## src/rtl/port_arb_pkg.sv

```systemverilog
// Shared encodings for the port-select arbiter: FSM states, cfg bit
// positions and status-word field offsets.
package port_arb_pkg;

    typedef enum logic [1:0] {
        IDLE   = 2'd0,
        GRANT  = 2'd1,
        GUARD  = 2'd2,
        MANUAL = 2'd3
    } state_t;

    localparam int CFG_MANUAL = 7;

    localparam int ST_ANY_REQ = 0;
    localparam int ST_MANUAL  = 1;
    localparam int ST_OWNER   = 2;
    localparam int ST_OWNER_W = 3;
    localparam int ST_BUSY    = 5;
    localparam int ST_STATE   = 6;

    // Index width that stays legal for a single-entry vector.
    function automatic int idx_w(input int n);
        return (n > 1) ? $clog2(n) : 1;
    endfunction

endpackage

```

## src/rtl/rr_pick.sv

```systemverilog
// Combinational round-robin picker: first set request at or after ptr,
// wrapping modulo N.
module rr_pick #(
    parameter int N = 3,
    parameter int W = 2
) (
    input  logic [N-1:0] req,
    input  logic [W-1:0] ptr,
    output logic [W-1:0] winner,
    output logic         valid
);

    logic [W-1:0] idx;

    // Walk from the farthest candidate back toward ptr so the closest one wins.
    always_comb begin
        winner = '0;
        valid  = 1'b0;
        idx    = '0;
        for (int i = N - 1; i >= 0; i--) begin
            idx = W'((int'(ptr) + i) % N);
            if (req[idx]) begin
                winner = idx;
                valid  = 1'b1;
            end
        end
    end

endmodule

```

## src/rtl/port_arb.sv

```systemverilog
// Request/grant sequencer for the shared port-select lines with dead-time,
// hold-limit preemption and a firmware manual-override mode.
module port_arb
    import port_arb_pkg::*;
#(
    parameter int N_REQ     = 3,
    parameter int GUARD_CYC = 2,
    parameter int MAX_HOLD  = 64,
    parameter int HOLD_W    = 8
) (
    input  logic             clk,
    input  logic             rst,
    input  logic [N_REQ-1:0] req,
    output logic [N_REQ-1:0] gnt,
    output logic [N_REQ-1:0] sel,
    output logic             preempt,
    input  logic             en,
    input  logic             wr,
    input  logic [7:0]       data_o,
    output logic [7:0]       data_i
);

    localparam int OW = idx_w(N_REQ);
    localparam int GW = idx_w(GUARD_CYC);

    state_t            state;
    logic [7:0]        cfg;
    logic [OW-1:0]     rr_ptr;
    logic [OW-1:0]     owner;
    logic [HOLD_W-1:0] hold_cnt;
    logic [GW-1:0]     guard_cnt;

    logic [7:0]        cfg_nxt;
    logic [OW-1:0]     pick_win;
    logic              pick_vld;
    logic [N_REQ-1:0]  win_oh;
    logic [N_REQ-1:0]  own_oh;
    logic [OW-1:0]     rr_next;
    logic              guard_done;
    logic              arb_free;
    logic              unused_cfg_bits;

    rr_pick #(.N(N_REQ), .W(OW)) u_pick (
        .req    (req),
        .ptr    (rr_ptr),
        .winner (pick_win),
        .valid  (pick_vld)
    );

    // Same-cycle bus writes are seen by entry/exit of manual mode.
    assign cfg_nxt    = (en && wr) ? data_o : cfg;
    assign win_oh     = N_REQ'(1) << pick_win;
    assign own_oh     = N_REQ'(1) << owner;
    assign rr_next    = (pick_win == OW'(N_REQ - 1)) ? '0 : pick_win + 1'b1;
    assign guard_done = (guard_cnt == GW'(GUARD_CYC - 1));
    assign arb_free   = (state == IDLE) || (state == GUARD && guard_done);
    assign unused_cfg_bits = ^cfg;

    always_ff @(posedge clk or posedge rst) begin
        if (rst) begin
            state     <= IDLE;
            gnt       <= '0;
            sel       <= '0;
            preempt   <= 1'b0;
            cfg       <= 8'h00;
            rr_ptr    <= '0;
            owner     <= '0;
            hold_cnt  <= '0;
            guard_cnt <= '0;
        end else begin
            if (en && wr)
                cfg <= data_o;
            preempt <= 1'b0;

            case (state)
                GRANT: begin
                    if (hold_cnt != '1)
                        hold_cnt <= hold_cnt + 1'b1;
                    if (!(|(req & own_oh))) begin
                        state     <= GUARD;
                        gnt       <= '0;
                        sel       <= '0;
                        guard_cnt <= '0;
                    end else if (hold_cnt == HOLD_W'(MAX_HOLD - 1) && |(req & ~own_oh)) begin
                        state     <= GUARD;
                        gnt       <= '0;
                        sel       <= '0;
                        guard_cnt <= '0;
                        preempt   <= 1'b1;
                    end
                end
                GUARD: begin
                    if (!guard_done)
                        guard_cnt <= guard_cnt + 1'b1;
                end
                MANUAL: begin
                    gnt <= '0;
                    if (cfg_nxt[CFG_MANUAL]) begin
                        sel <= cfg_nxt[N_REQ-1:0];
                    end else begin
                        state     <= GUARD;
                        sel       <= '0;
                        guard_cnt <= '0;
                    end
                end
                default: ;
            endcase

            // Idle, or end of dead-time: manual mode beats pending requests.
            if (arb_free) begin
                if (cfg_nxt[CFG_MANUAL]) begin
                    state <= MANUAL;
                    gnt   <= '0;
                    sel   <= cfg_nxt[N_REQ-1:0];
                end else if (pick_vld) begin
                    state    <= GRANT;
                    gnt      <= win_oh;
                    sel      <= win_oh;
                    owner    <= pick_win;
                    hold_cnt <= '0;
                    rr_ptr   <= rr_next;
                end else begin
                    state <= IDLE;
                end
            end
        end
    end

    always_comb begin
        data_i                          = '0;
        data_i[ST_ANY_REQ]              = |req;
        data_i[ST_MANUAL]               = cfg[CFG_MANUAL];
        data_i[ST_OWNER +: ST_OWNER_W]  = ST_OWNER_W'(owner);
        data_i[ST_BUSY]                 = (state != IDLE);
        data_i[ST_STATE +: 2]           = state;
    end

endmodule

```

## config.mk

```make
export PLATFORM = sky130hd
export DESIGN_NAME = port_arb
export DESIGN_NICKNAME = d
export VERILOG_FILES = /design/src/rtl/port_arb_pkg.sv /design/src/rtl/rr_pick.sv /design/src/rtl/port_arb.sv
export SDC_FILE = /design/constraint.sdc
export NUM_CORES = 1
export LEC_CHECK = 0
export CAP_MARGIN = 15
export CORE_UTILIZATION = 55
export CTS_CLUSTER_DIAMETER = 150
export DETAILED_ROUTE_END_ITERATION = 10
export HOLD_SLACK_MARGIN = 0.12
export PLACE_DENSITY = 0.83
export SLEW_MARGIN = 20
export SYNTH_ARGS = -nofsm -noshare
export SYNTH_HDL_FRONTEND = slang
export SYNTH_SLANG_ARGS = --single-unit
```

## constraint.sdc

```tcl
create_clock -name clk -period 5.25 [get_ports clk]
set_clock_uncertainty 0.1 [all_clocks]
set_input_delay 1.575 -clock clk [delete_from_list [all_inputs] [get_ports clk]]
set_output_delay 1.575 -clock clk [all_outputs]
set_load 0.005 [all_outputs]
```

; ---- Word level (Yosys, flattened, before mapping)
; Cells that the tools add are included.
[totals]
regBits = 30
inputBits = 15
output_inout_bits = 15
word_cells = 98
[classes]
add_sub_neg = 5
n_div = 3
magnitude_cmp = 3
eq_ne = 10
n_shift = 2
mux = 47
bitwise_logic = 4
reduce_logical = 14
[ops]
columns = operator, count
row1 = 32-bit by 3-bit modulo with 32-bit output (second input constant), 2
row2 = 8-bit 2-to-1 mux, 6
row3 = 3-bit 2-to-1 mux, 11
row4 = 3-bit by 3-bit modulo with 32-bit output (second input constant), 1
row5 = 2-bit 2-to-1 mux, 9
row6 = 1-bit 2-to-1 mux, 14
row7 = 3-bit case mux with 2 select lines, 2
row8 = 2-bit by 3-bit < comparator with 1-bit output (second input constant), 3
row9 = 3-bit AND reduction, 3
row10 = 3-bit OR reduction, 3
row11 = 8-bit by 1-bit adder with 8-bit output (second input constant), 1
row12 = 8-bit by 6-bit == test with 1-bit output (second input constant), 1
row13 = 8-bit inequality test (second input constant), 1
row14 = 3-bit AND, 2
row15 = 1-bit binary-select mux with 2-bit select, 3
row16 = 2-bit == test (second input constant), 3
row17 = 3-bit inequality test (second input constant), 2
row18 = 3-bit nonzero test, 2
row19 = 1-bit by 2-bit << shifter with 3-bit output (first input constant), 2
row20 = 4-bit inequality test (second input constant), 1
row21 = 2-bit case mux with 2 select lines, 1
row22 = 2-bit by 1-bit adder with 3-bit output (second input constant), 1
row23 = 2-bit by 2-bit adder with 3-bit output (second input constant), 1
row24 = 1-bit logical AND, 3
row25 = 10 further kinds, 10

; ---- Depth between registers and ports, before layout
; Gate-level depths: netlist (run 1).
[logic_depth]
depth_word = 11
ltp_mapped = 8
mapped_depth_nobuf = 7

; ---- Hierarchy
; Synthesis (run 1) repeated with hierarchy kept, for this count alone.
[unflattened]
cells_unflattened = 159
hier_area_um2 = 1541.5
[modules_own_cells]
columns = mod, n_inst, cells_each, area_per_inst_um2, seq_area_each_um2
row1 = port_arb, 1, 130, 1318.8, 650.6
row2 = rr_pick, 1, 29, 222.7, 0.0

; ---- Worst setup path after synthesis (run 1)
; Ideal clock, no wire load.
[synth_timing]
path_type = input -> output
from = in req[1]
to = out data_i[0]
arrival_ns = 2.074
required_time_ns = 3.575
path_slack_ns = 1.501
stages = 2
path_buffers = 1
cell_sequence = buf_2 -> or3_1
[synth_between]
elab_chain_len = 1
[synth_rtl]
columns = item, line_no
row1 = "start, declared", port_arb.sv:13  ; input logic [N_REQ-1:0] req,
row2 = 3-bit OR reduction, port_arb.sv:131  ; data_i[ST_ANY_REQ] = |req;
row3 = "end, declared", port_arb.sv:20  ; output logic [7:0] data_i
; Every way passes these cells.

; ---- Worst setup path in the final report (run 1)
[layout_timing]
from = in req[0]
to = out data_i[0]
; The elaborated chain is that of the path after synthesis.

==> summary.txt, run 1 <==
first-pass GRT wire length: 5640 um
GP Congestion: 0.847
RSZ-0062 raised after global routing: false
Min-Delay Path Class: flop to flop
synth warn: 0
Seq cells post-synth: 26
Die Height: 55.4 um
min-delay src: gnt[2]
gr ovfl total: 0
Starting Density: 60.5%
top_reg_cell synth: dfrtp_1
Finish-stage setup viols: 0
CTS clk-pin slew, worst paths: 140 ps
Final TNS setup: 0 ps
GRT Util Overall: 22.8%
worst path arrival time: 3010 ps
Worst R2R Setup Slack: 2810 ps
clk sinks: 26
Die Width: 55.4 um
area grow syn2layout: 15.2%
path depth of the worst reg2reg path: 6
die footprint: 3070 um2
Pre-antenna DRT Iters: 4
Root Buffer: clkbuf_4
clk_lat worst skew: 320 ps
Async SR Flop Fraction: 100%
Worst Path Class, Setup: input port to output port
hold depth: 1
layout cells sized above 1: 7.26%
clock buffer depth: 2
CTS tree: done
port bufs: 24
most area-consuming cells after synthesis: dfrtp_1, nor2_1, ha_1
CP Capture Type: output port
Iteration-0 DRC Markers: 51
maximum VDD drop: 0.326 mV
ANT nets after route: 0
largest net degree at the start of global routing: 27
Total Wirelength: 3210 um
cts bufs inserted: 3
commonest non-fill, non-tap cells in the layout: dfrtp_1, clkdlybuf4s50_1, nor2_1
FP Rows: 18
register area: 651 um2
area fraction of the dominant cell type after synthesis: 41.5%
Nets: 200
DRC: 0
crit share post-route: 89.3%
syn nets: 180
total power per unit cell area: 461 nW/um2
Post-Synthesis Cells: 161
H-tree Lvls: 1
# IOs: 30
Post-CTS Resized: 0
R2R Path Start: rr_ptr[0]
P_leak: 0.000806 uW
status: complete, no violations
count of cell types in the netlist: 56
Synth area leader: dfrtp_1
Non-Filler Instances: 209
wire per inst: 15.4 um
CP Max Fanout: 11
Mapped Avg Cell Area: 9.74 um2
Via density: 6.15
DPL Wire Length: 2510 um
post-synthesis cell area: 1570 um2
relative slew slack: 38.8%
Req. time, crit path: 3580 ps
Final min period: 4690 ps
area of the multi-input gates: 810 um2
Critical Path Start Type: input port
Fmax achieved: 213 MHz
ANT cells: 0
Final Hold Viols: 0
placed cell count: 206
FF-to-FF End: owner[0]
initial antenna violation count: 0
Final Max Slew Viols: 0
Fill cells: 216
total number of vias: 1286
sequential share of the synthesized area: 41.5%
Setup Buffers After CTS: 0
vias in the first global route: 1223
CTS hold repair buffers: 0
Max Cap Violations: 0
Hold Path End: gnt[2]
leading cell type in the layout, fill and taps excluded: dfrtp_1
Slew @ Worst Pin: 918 ps
Core ar.: 2590 um2
Post-synth EDFFs: 0
## state kept, by name (all words and copies together) (netlist names)
name,cells
hold_cnt,8
guard_cnt,1
gnt,3
sel,3
preempt,1
cfg,4
rr_ptr,2
state,2
owner,2
## final cells by class
| type | count | share of cell area (%) |
|---|---|---|
| Clock buffer | 3 | 1.25 |
| Inverter | 12 | 2.49 |
| Multi-Input combinational cell | 114 | 44.8 |
| Sequential cell | 26 | 36.0 |
| Tap cell | 30 | 2.08 |
| Timing Repair Buffer | 24 | 13.3 |
## cells in the mapped netlist (5+ instances only)
library cell	count
nand2b_1	5
dfrtp_1	26
nand2_1	10
inv_1	12
nor2_1	14
a21oi_1	5
## report_power, final
group / switching (uW) / internal (uW)
sequential: 55.9 / 254
combinational: 219 / 220
clock: 57.1 / 26.9
## cells by family after synthesis
kind of cell               after synthesis  share of synthesized area, %
AOI/OAI and AO/OA                       45                          21.9
xor gates and xnor gates                 5                          2.79
adders and majority gates                4                          3.19
buffers and inverters                   21                          6.86
DFF                                     26                          41.5
muxes                                   10                          7.10
other                                    1                         0.239
and+or+nand+nor                         49                          16.4
## critical path, stage by stage
cell	delay (ps)
clkdlybuf4s50_1	570
or3_1	420
clkdlybuf4s50_1	440
## routing by layer
layer  wire [um]  vias to the layer above  global-route usage [%]
li1            -                      616                       -
met1        1390                      630                    30.3
met2        1620                       37                    38.9
met3         183                        3                    4.92
met4          12                        0                    3.21
met5           0                        -                       0
## worst max path at each step
stage,startpoint,to,slack (ps)
floorplan,req[1],data_i[0],1500
global placement,req[0],data_i[0],590
detailed placement,req[0],data_i[0],580
CTS,req[0],data_i[0],580
global route,req[0],data_i[0],520
finish,req[0],data_i[0],560
## metrics by stage
stage	power [uW]	area [um2]	utilization (%)	setup slack (ps)	hold WS, ps
after global placement	730	1780	68.8	590	362
after global routing	896	1810	69.7	518	420
after floorplan	622	1570	-	1500	371
after detailed placement	752	1780	68.8	576	382
final	832	1810	69.7	564	415
after CTS	834	1810	69.7	576	413
Power figures use the tool's default switching activity.
==> inputs of run 2 (changes only) <==
- CTS_CLUSTER_SIZE: unset -> 14
==> results of run 2 <==
The final DEF is identical to that of run 1; final timing and power are the same.
